[config.mk]
export PLATFORM = sky130hd
export DESIGN_NAME = rob_alloc
export DESIGN_NICKNAME = d
export VERILOG_FILES = /design/src/rtl/rob_alloc.sv
export SDC_FILE = /design/constraint.sdc
export NUM_CORES = 1
export LEC_CHECK = 0
export BUFFER_PORTS_ARGS = -buffer_cell sky130_fd_sc_hd__clkbuf_2
export CAP_MARGIN = 20
export CORE_MARGIN = 2
export CORE_UTILIZATION = 40
export CTS_BUF_LIST = sky130_fd_sc_hd__clkbuf_4 sky130_fd_sc_hd__clkbuf_8
export CTS_CLUSTER_SIZE = 24
export DETAILED_ROUTE_END_ITERATION = 8
export SLEW_MARGIN = 20
export SYNTH_ARGS = -nofsm -noshare
export SYNTH_HDL_FRONTEND = slang
export SYNTH_SLANG_ARGS = --single-unit
[constraint.sdc]
create_clock -name clk -period 4.95 [get_ports clk]
set_input_delay 0.495 -clock clk [delete_from_list [all_inputs] [get_ports clk]]
set_output_delay 0.495 -clock clk [all_outputs]
set_load 0.02 [all_outputs]
[src/rtl/rob_alloc.sv]
// ROB slot allocator: tail/head pointers, occupancy count and RUN/FLUSH control.
// Optional statistics outputs are enabled with the ROB_ALLOC_STATS_EN macro.
module rob_alloc #(
  parameter int ROB_SLOTS    = 16,
  parameter int ROB_IDX_BITS = 4
) (
  input  logic                    clk,
  input  logic                    rst,
  input  logic                    clear_i,
  input  logic                    alloc_req_i,
  output logic                    alloc_gnt_o,
  output logic [ROB_IDX_BITS-1:0] alloc_idx_o,
  input  logic                    retire_i,
  input  logic [ROB_IDX_BITS-1:0] retire_idx_i,
  input  logic                    except_i,
  output logic                    stall_o,
  output logic [ROB_IDX_BITS:0]   count_o,
  output logic                    full_o,
  output logic                    empty_o,
`ifdef ROB_ALLOC_STATS_EN
  output logic [ROB_IDX_BITS:0]   hi_water_o,
  output logic [31:0]             full_cycles_o,
`endif
  output logic                    err_order_o
);

  typedef enum logic [0:0] {
    ST_RUN   = 1'b0,
    ST_FLUSH = 1'b1
  } state_e;

  localparam logic [ROB_IDX_BITS:0]   CNT_FULL_C = (ROB_IDX_BITS+1)'(ROB_SLOTS);
  localparam logic [ROB_IDX_BITS:0]   CNT_ZERO_C = {(ROB_IDX_BITS+1){1'b0}};
  localparam logic [ROB_IDX_BITS:0]   CNT_ONE_C  = (ROB_IDX_BITS+1)'(1);
  localparam logic [ROB_IDX_BITS-1:0] IDX_ZERO_C = {ROB_IDX_BITS{1'b0}};
  localparam logic [ROB_IDX_BITS-1:0] IDX_ONE_C  = ROB_IDX_BITS'(1);

  state_e                  state_q, state_d;
  logic [ROB_IDX_BITS-1:0] head_q, head_d;
  logic [ROB_IDX_BITS-1:0] tail_q, tail_d;
  logic [ROB_IDX_BITS:0]   count_q, count_d;
  logic                    err_q, err_d;
  logic                    gnt_s, acc_s, flush_s, full_s;

  assign full_s = (count_q == CNT_FULL_C);

  // Next-state for the control FSM, pointers, occupancy and the sticky order error
  always_comb begin
    state_d = state_q;
    head_d  = head_q;
    tail_d  = tail_q;
    count_d = count_q;
    err_d   = err_q;
    gnt_s   = 1'b0;
    acc_s   = 1'b0;
    flush_s = 1'b0;
    case (state_q)
      ST_RUN: begin
        flush_s = clear_i | (retire_i & except_i);
        // A full ROB never grants, even when a retire frees a slot this cycle.
        gnt_s   = alloc_req_i & ~full_s & ~flush_s;
        acc_s   = retire_i & (count_q != CNT_ZERO_C);
        if (retire_i && ((count_q == CNT_ZERO_C) || (retire_idx_i != head_q))) begin
          err_d = 1'b1;
        end else begin
          err_d = err_q;
        end
        if (flush_s) begin
          state_d = ST_FLUSH;
          head_d  = IDX_ZERO_C;
          tail_d  = IDX_ZERO_C;
          count_d = CNT_ZERO_C;
        end else begin
          state_d = ST_RUN;
          if (gnt_s) begin
            tail_d = tail_q + IDX_ONE_C;
          end else begin
            tail_d = tail_q;
          end
          if (acc_s) begin
            head_d = head_q + IDX_ONE_C;
          end else begin
            head_d = head_q;
          end
          case ({gnt_s, acc_s})
            2'b10:   count_d = count_q + CNT_ONE_C;
            2'b01:   count_d = count_q - CNT_ONE_C;
            default: count_d = count_q;
          endcase
        end
      end
      ST_FLUSH: begin
        state_d = ST_RUN;
      end
      default: begin
        state_d = ST_RUN;
      end
    endcase
  end

  // Control and pointer state registers
  always_ff @(posedge clk) begin
    if (rst) begin
      state_q <= ST_RUN;
      head_q  <= IDX_ZERO_C;
      tail_q  <= IDX_ZERO_C;
      count_q <= CNT_ZERO_C;
      err_q   <= 1'b0;
    end else begin
      state_q <= state_d;
      head_q  <= head_d;
      tail_q  <= tail_d;
      count_q <= count_d;
      err_q   <= err_d;
    end
  end

  assign alloc_gnt_o = gnt_s & ~rst;
  assign alloc_idx_o = tail_q;
  assign stall_o     = alloc_req_i & ~alloc_gnt_o;
  assign count_o     = count_q;
  assign full_o      = full_s;
  assign empty_o     = (count_q == CNT_ZERO_C);
  assign err_order_o = err_q;

`ifdef ROB_ALLOC_STATS_EN
  logic [ROB_IDX_BITS:0] hi_water_q, hi_water_d;
  logic [31:0]           full_cycles_q, full_cycles_d;

  // High-water mark survives flushes; full-cycle counter saturates
  always_comb begin
    hi_water_d    = hi_water_q;
    full_cycles_d = full_cycles_q;
    if (count_d > hi_water_q) begin
      hi_water_d = count_d;
    end else begin
      hi_water_d = hi_water_q;
    end
    if (alloc_req_i && full_s && (full_cycles_q != 32'hFFFF_FFFF)) begin
      full_cycles_d = full_cycles_q + 32'd1;
    end else begin
      full_cycles_d = full_cycles_q;
    end
  end

  // Statistics registers
  always_ff @(posedge clk) begin
    if (rst) begin
      hi_water_q    <= CNT_ZERO_C;
      full_cycles_q <= 32'd0;
    end else begin
      hi_water_q    <= hi_water_d;
      full_cycles_q <= full_cycles_d;
    end
  end

  assign hi_water_o    = hi_water_q;
  assign full_cycles_o = full_cycles_q;
`endif

endmodule
==> flow_metrics.env, run 1 <==
export IMPL_diodes=0
export IMPL_cp_top_family="simple AND/OR/NAND/NOR gates"
export IMPL_grt_use_total_pct=17.8
export IMPL_pre_cts_slack_ns=2.11
export IMPL_grt_pass1_wl_um=3870
export IMPL_layout_min_cycle_time_ns=2.88
export IMPL_start_util_pct=42.0
export IMPL_worst_setup_path_type="reg -> reg"
export IMPL_endpoint_kind="register"
export IMPL_insertion_delay_ns=0.28
export IMPL_syn_cell_area_mm2=0.00104
export IMPL_rsz0062_at_grt="false"
export IMPL_overflow=0
export IMPL_drive_above_1_share_pct=22.8
export IMPL_slowest_stage="or4_4"
export IMPL_wl_per_cell_um=13.6
export IMPL_worst_ep_required_time_ns=5.15
export IMPL_startpoint_type="register"
export IMPL_io_pins=24
export IMPL_critical_path_cell_chain="or4_4 -> o21ai_4 -> nor2_1 -> xor2_1 -> ha_1 -> o31a_1 -> or4_1 -> and2_0 -> o31ai_1"
export IMPL_die_h_um=55.0
export IMPL_post_cts_buffers=0
export IMPL_ir_drop_uv=107
export IMPL_skew_ns=0.00339
export IMPL_status="complete, no violations"
export IMPL_max_clock_path_buffers=2
export IMPL_finalWirelength_um=2370
export IMPL_fmax_mhz=347
export IMPL_ys_async_sr_fraction_pct=0
export IMPL_ys_warn_count=0
export IMPL_synth_edf_count=0
export IMPL_ys_seq_area_share_pct=28.8
export IMPL_power_density_mw_per_mm2=241
export IMPL_max_stage_delay_ns=0.63
export IMPL_io_buffer_count=23
export IMPL_leakage_nw=0.493
export IMPL_hold_class="reg -> reg"
export IMPL_ant_nets=0
export IMPL_cp_num_buf_inv=0
export IMPL_area_delta_synth_final_pct=12.9
export IMPL_dp_hpwl_um=1740
export IMPL_cts_hold_buf=0
export IMPL_antenna_found_initial=0
export IMPL_synth_avg_cell_area_um2=8.26
export IMPL_h_tree_depth=1
export IMPL_cts_root_buf="clkbuf_4"
export IMPL_synth_ff_type="dfxtp_1"
export IMPL_final_nets=160
export IMPL_core_mm2=0.00248
export IMPL_cp_max_fo=10
export IMPL_viasPerCell=5.82
export IMPL_cts_tree="done"
export IMPL_rows=18
export IMPL_dieWidth_um=55.0
export IMPL_tns_ns=0
export IMPL_finalSetupViolations=0
export IMPL_arrival_ns=3.08
export IMPL_hold_violations=0
export IMPL_drc=0
export IMPL_nFillCells=268
export IMPL_setup_slack_ns=2.07
export IMPL_cts_buffers=3
export IMPL_num_vias=1019
export IMPL_grt_pass1_vias=883
export IMPL_slew_headroom_pct=63.2
export IMPL_grt_start_max_net_pins=20
export IMPL_fin_crit_sh_pct=58.3
export IMPL_tightest_slew_ns=0.552
export IMPL_synth_seq_cells=15
export IMPL_first_pass_iters=4
export IMPL_final_util_pct=47.4
export IMPL_syn_nets=140
export IMPL_drv_cap=0
export IMPL_clock_sinks=15
export IMPL_cts_resized_gates=0
export IMPL_synth_cells=126
export IMPL_die_area_mm2=0.00303
export IMPL_clk_transition_reported_paths_ns=0.09
export IMPL_drtIter0Drc=17
export IMPL_place_congestion=0.843
export IMPL_slew_viol_final=0
export IMPL_power_total_mw=0.283
export IMPL_synth_distinct_cells=46
## synthesized netlist by cell type (2+ instances only)
library cell	instances	share of area, %
o21ai_0	7	3.4
a32oi_1	2	1.7
clkbuf_1	2	0.72
buf_2	3	1.4
and3_1	2	1.2
dfxtp_1	15	29
nor4_1	2	1.2
or4_1	2	1.4
and2_1	2	1.2
a21o_1	2	1.4
o41ai_1	2	1.7
o31a_1	2	1.7
xor2_1	5	4.2
nand2_1	7	2.5
nand3_1	5	2.4
nor2_1	13	4.7
a311oi_1	2	1.7
buf_6	2	2.2
a31oi_1	3	1.8
or2_2	2	1.2
ha_1	4	4.8
nor3_1	3	1.4
or3_1	3	1.8
a21oi_1	11	5.3
inv_1	2	0.72
## metrics by stage
| step | hold WS [ns] | instance area [µm²] | std cells |
|---|---|---|---|
| 2_1_floorplan | 0.468 | 1040 | 126 |
| 3_3_place_gp | 0.454 | 1140 | 171 |
| 3_5_place_dp | 0.473 | 1140 | 171 |
| 4_1_cts | 0.493 | 1170 | 175 |
| 5_1_grt | 0.514 | 1170 | 175 |
| 6_report | 0.487 | 1170 | 175 |
## state kept, by name, summed over array words and instances (netlist names)
signal,cells
alloc_idx_o,4
count_o,5
err_order_o,1
head_q,4
state_q,1
## worst register-to-register path: stages (launching register included)
cell	delay, ns
dfxtp_1	0.44
or4_4	0.63
o21ai_4	0.22
nor2_1	0.10
xor2_1	0.16
ha_1	0.23
o31a_1	0.23
or4_1	0.42
and2_0	0.16
o31ai_1	0.23
## final timing paths
path / start / to / slack, ns / depth (start not counted)
worst min-delay path: err_order_o / err_order_o / 0.49 / 2
worst max register to register: count_o[1] / count_o[4] / 2.07 / 9
worst max-delay path: count_o[1] / count_o[4] / 2.07 / 9
worst min register to register: err_order_o / err_order_o / 0.49 / 2
## where the power goes
group	switching, mW	internal (mW)
Combinational	0.0447	0.0286
Clock	0.0405	0.0367
Sequential	0.00774	0.125
Total	0.0930	0.190
## cell usage in the layout (no fill, tap or decap), types with 2 or more instances in the layout
master and n:
or4_1 2, or3_1 3, and2_1 2, xor2_1 5, ha_1 4, o21ai_0 7, nand2_1 7, dfxtp_1 15
nor3_1 3, nor2_1 13, clkbuf_4 4, o41ai_1 2, clkbuf_2 23, inv_1 2, o31a_1 2, a311oi_1 2
a21o_1 2, nand3_1 5, and3_1 2, a31oi_1 3, nor4_1 2, a21oi_1 11, or2_2 2, a32oi_1 2
## per-layer routing
layer  track usage [%]  routed length (µm)  vias up
met4              6.91                  31        0
li1                  -                   -      514
met2              27.6                1040       25
met1              24.5                1200      475
met3              3.23                 108        5
met5                 0                   0        -
## kinds of logic (layout without fill, tap and decap cells)
group / count (synthesis) / in the layout / synth area share, %
and+or+nand+nor: 48 / 48 / 25.7
AOI/OAI and AO/OA: 42 / 42 / 29.2
DFF: 15 / 15 / 28.8
buffers and inverters: 10 / 29 / 5.41
xor gates and xnor gates: 6 / 6 / 5.05
adders and majority gates: 4 / 4 / 4.81
muxes: 1 / 1 / 0.962
## cell type report
cell class | count | area, µm² | area share, %
Multi-Input combinational cell | 101 | 684 | 58.3
Sequential cell | 15 | 300 | 25.6
Timing Repair Buffer | 23 | 115 | 9.80
Tap cell | 30 | 37.5 | 3.19
Clock buffer | 4 | 30.0 | 2.56
Inverter | 2 | 7.51 | 0.639
(Power assumes the default switching activity.)
==> run 2, diff against run 1 <==
==> constraint.sdc (replaced) <==
create_clock -name clk -period 2.7 [get_ports clk]
set_input_delay 0.27 -clock clk [delete_from_list [all_inputs] [get_ports clk]]
set_output_delay 0.27 -clock clk [all_outputs]
set_load 0.02 [all_outputs]
==> flow_metrics.env, run 2 (synthesis gave the netlist of run 1 again) <==
export IMPL_pre_cts_slack_ns=0.123
export IMPL_r2r_end="count_o[4]"
export IMPL_final_nets=168
export IMPL_cp_top_family="simple AND/OR/NAND/NOR gates"
export IMPL_viasPerCell=5.79
export IMPL_hold_violations=0
export IMPL_layout_min_cycle_time_ns=2.54
export IMPL_crit_end="count_o[4]"
export IMPL_critical_path_cell_chain="or4_4 -> o21ai_4 -> nor2_1 -> xor2_1 -> ha_2 -> o31a_1 -> or4_1 -> and2_0 -> o31ai_1"
export IMPL_slew_headroom_pct=65.8
export IMPL_slowest_stage="or4_4"
export IMPL_crit_cells=9
export IMPL_start_util_pct=42.0
export IMPL_die_area_mm2=0.00303
export IMPL_area_delta_synth_final_pct=19.5
export IMPL_ant_nets=0
export IMPL_cp_max_fo=4
export IMPL_grt_pass1_vias=944
export IMPL_first_pass_iters=4
export IMPL_largest_register_ffs=5
export IMPL_overflow=0
export IMPL_insertion_delay_ns=0.29
export IMPL_rows=18
export IMPL_cts_hold_buf=0
export IMPL_clk_transition_reported_paths_ns=0.10
export IMPL_setup_slack_ns=0.163
export IMPL_worst_ep_required_time_ns=2.91
export IMPL_grt_start_max_net_pins=20
export IMPL_startpoint_type="register"
export IMPL_tns_ns=0
export IMPL_cts_tree="done"
export IMPL_max_clock_path_buffers=2
export IMPL_core_mm2=0.00248
export IMPL_diodes=0
export IMPL_cp_num_buf_inv=0
export IMPL_io_buffer_count=23
export IMPL_rsz0062_at_grt="false"
export IMPL_cts_buffers=3
export IMPL_drv_cap=0
export IMPL_wl_per_cell_um=14.3
export IMPL_fmax_mhz=394
export IMPL_finalSetupViolations=0
export IMPL_r2r_setup_slack_ns=0.16
export IMPL_grt_use_total_pct=19.5
export IMPL_hold_class="in -> reg"
export IMPL_power_density_mw_per_mm2=427
export IMPL_dieWidth_um=55.0
export IMPL_mostFrequentLayoutCells="23 x clkbuf_2, 13 x nor2_1, 12 x dfxtp_1, 11 x a21oi_1, 8 x buf_4"
export IMPL_cp_startpoint="count_o[1]"
export IMPL_dp_hpwl_um=1910
export IMPL_die_h_um=55.0
export IMPL_leakage_nw=0.532
export IMPL_grt_pass1_wl_um=4210
export IMPL_mostFrequentLayoutCell="clkbuf_2"
export IMPL_nFillCells=261
export IMPL_status="complete, no violations"
export IMPL_tightest_slew_ns=0.513
export IMPL_num_vias=1059
export IMPL_max_stage_delay_ns=0.56
export IMPL_skew_ns=0.00229
export IMPL_io_pins=24
export IMPL_slew_viol_final=0
export IMPL_arrival_ns=2.75
export IMPL_place_congestion=0.834
export IMPL_fin_crit_sh_pct=94.0
export IMPL_min_from="rst"
export IMPL_worst_setup_path_type="reg -> reg"
export IMPL_antenna_found_initial=0
export IMPL_timing_rr_start="count_o[1]"
export IMPL_finalWirelength_um=2610
export IMPL_drtIter0Drc=18
export IMPL_drive_above_1_share_pct=30.1
export IMPL_endpoint_kind="register"
export IMPL_clock_sinks=15
export IMPL_ir_drop_uv=288
export IMPL_cts_root_buf="clkbuf_4"
export IMPL_h_tree_depth=1
export IMPL_drc=0
export IMPL_reg2reg_depth=9
## run 2: cell type report
class,instances,area [µm²],share of cell area [%]
Multi-Input combinational cell,101,692,55.6
Sequential cell,15,304,24.4
Timing Repair Buffer,31,175,14.1
Tap cell,30,37.5,3.02
Clock buffer,3,22.5,1.81
Inverter,2,7.51,0.604
Clock inverter,1,5.00,0.402
## run 2: worst min-delay path by stage
| stage | end | depth (start not counted) |
|---|---|---|
| 3_5_place_dp | err_order_o | 2 |
| 6_report | alloc_idx_o[1] | 2 |
| 3_3_place_gp | err_order_o | 2 |
| 2_1_floorplan | head_q[3] | 1 |
| 5_1_grt | alloc_idx_o[0] | 2 |
| 4_1_cts | count_o[0] | 2 |
## run 2: power breakdown
part           total [mW]  internal [mW]  switching [mW]
sequential          0.237          0.229         0.00768
combinational       0.160         0.0654          0.0945
clock               0.135         0.0550          0.0796
## run 2: worst register-to-register path: cells and delay by family (launching register included)
family	cells	cell delay (ns)
adder cells (fa/ha/maj)	1	0.19
XOR/XNOR	1	0.16
AND/OR/NAND/NOR	4	1.20
flip-flops	1	0.33
AO/OA/AOI/OAI	3	0.59
## run 2: metal layers
| layer | GRT usage (%) | vias up | wire length (µm) |
|---|---|---|---|
| met5 | 0 | - | 0 |
| met4 | 8.54 | 0 | 20 |
| met3 | 2.96 | 2 | 149 |
| met2 | 33.9 | 27 | 1210 |
| met1 | 23.6 | 502 | 1240 |
| li1 | - | 528 | - |
## run 2: through the flow
stage	power, mW	cell area, µm²	instances	hold slack [ns]	utilization (%)
after CTS	0.530	1230	182	0.405	49.7
final	0.531	1240	183	0.423	50.2
after global placement	0.395	1200	178	0.454	48.6
after global routing	0.559	1240	183	0.428	50.2
after detailed placement	0.397	1200	178	0.468	48.6
after floorplan	0.354	1050	126	0.468	-
## run 2: repair_timing
item	4_1_cts	5_1_grt
resized for setup	0	1
buffers inserted	0	1
endpoints found under the setup margin	0	1
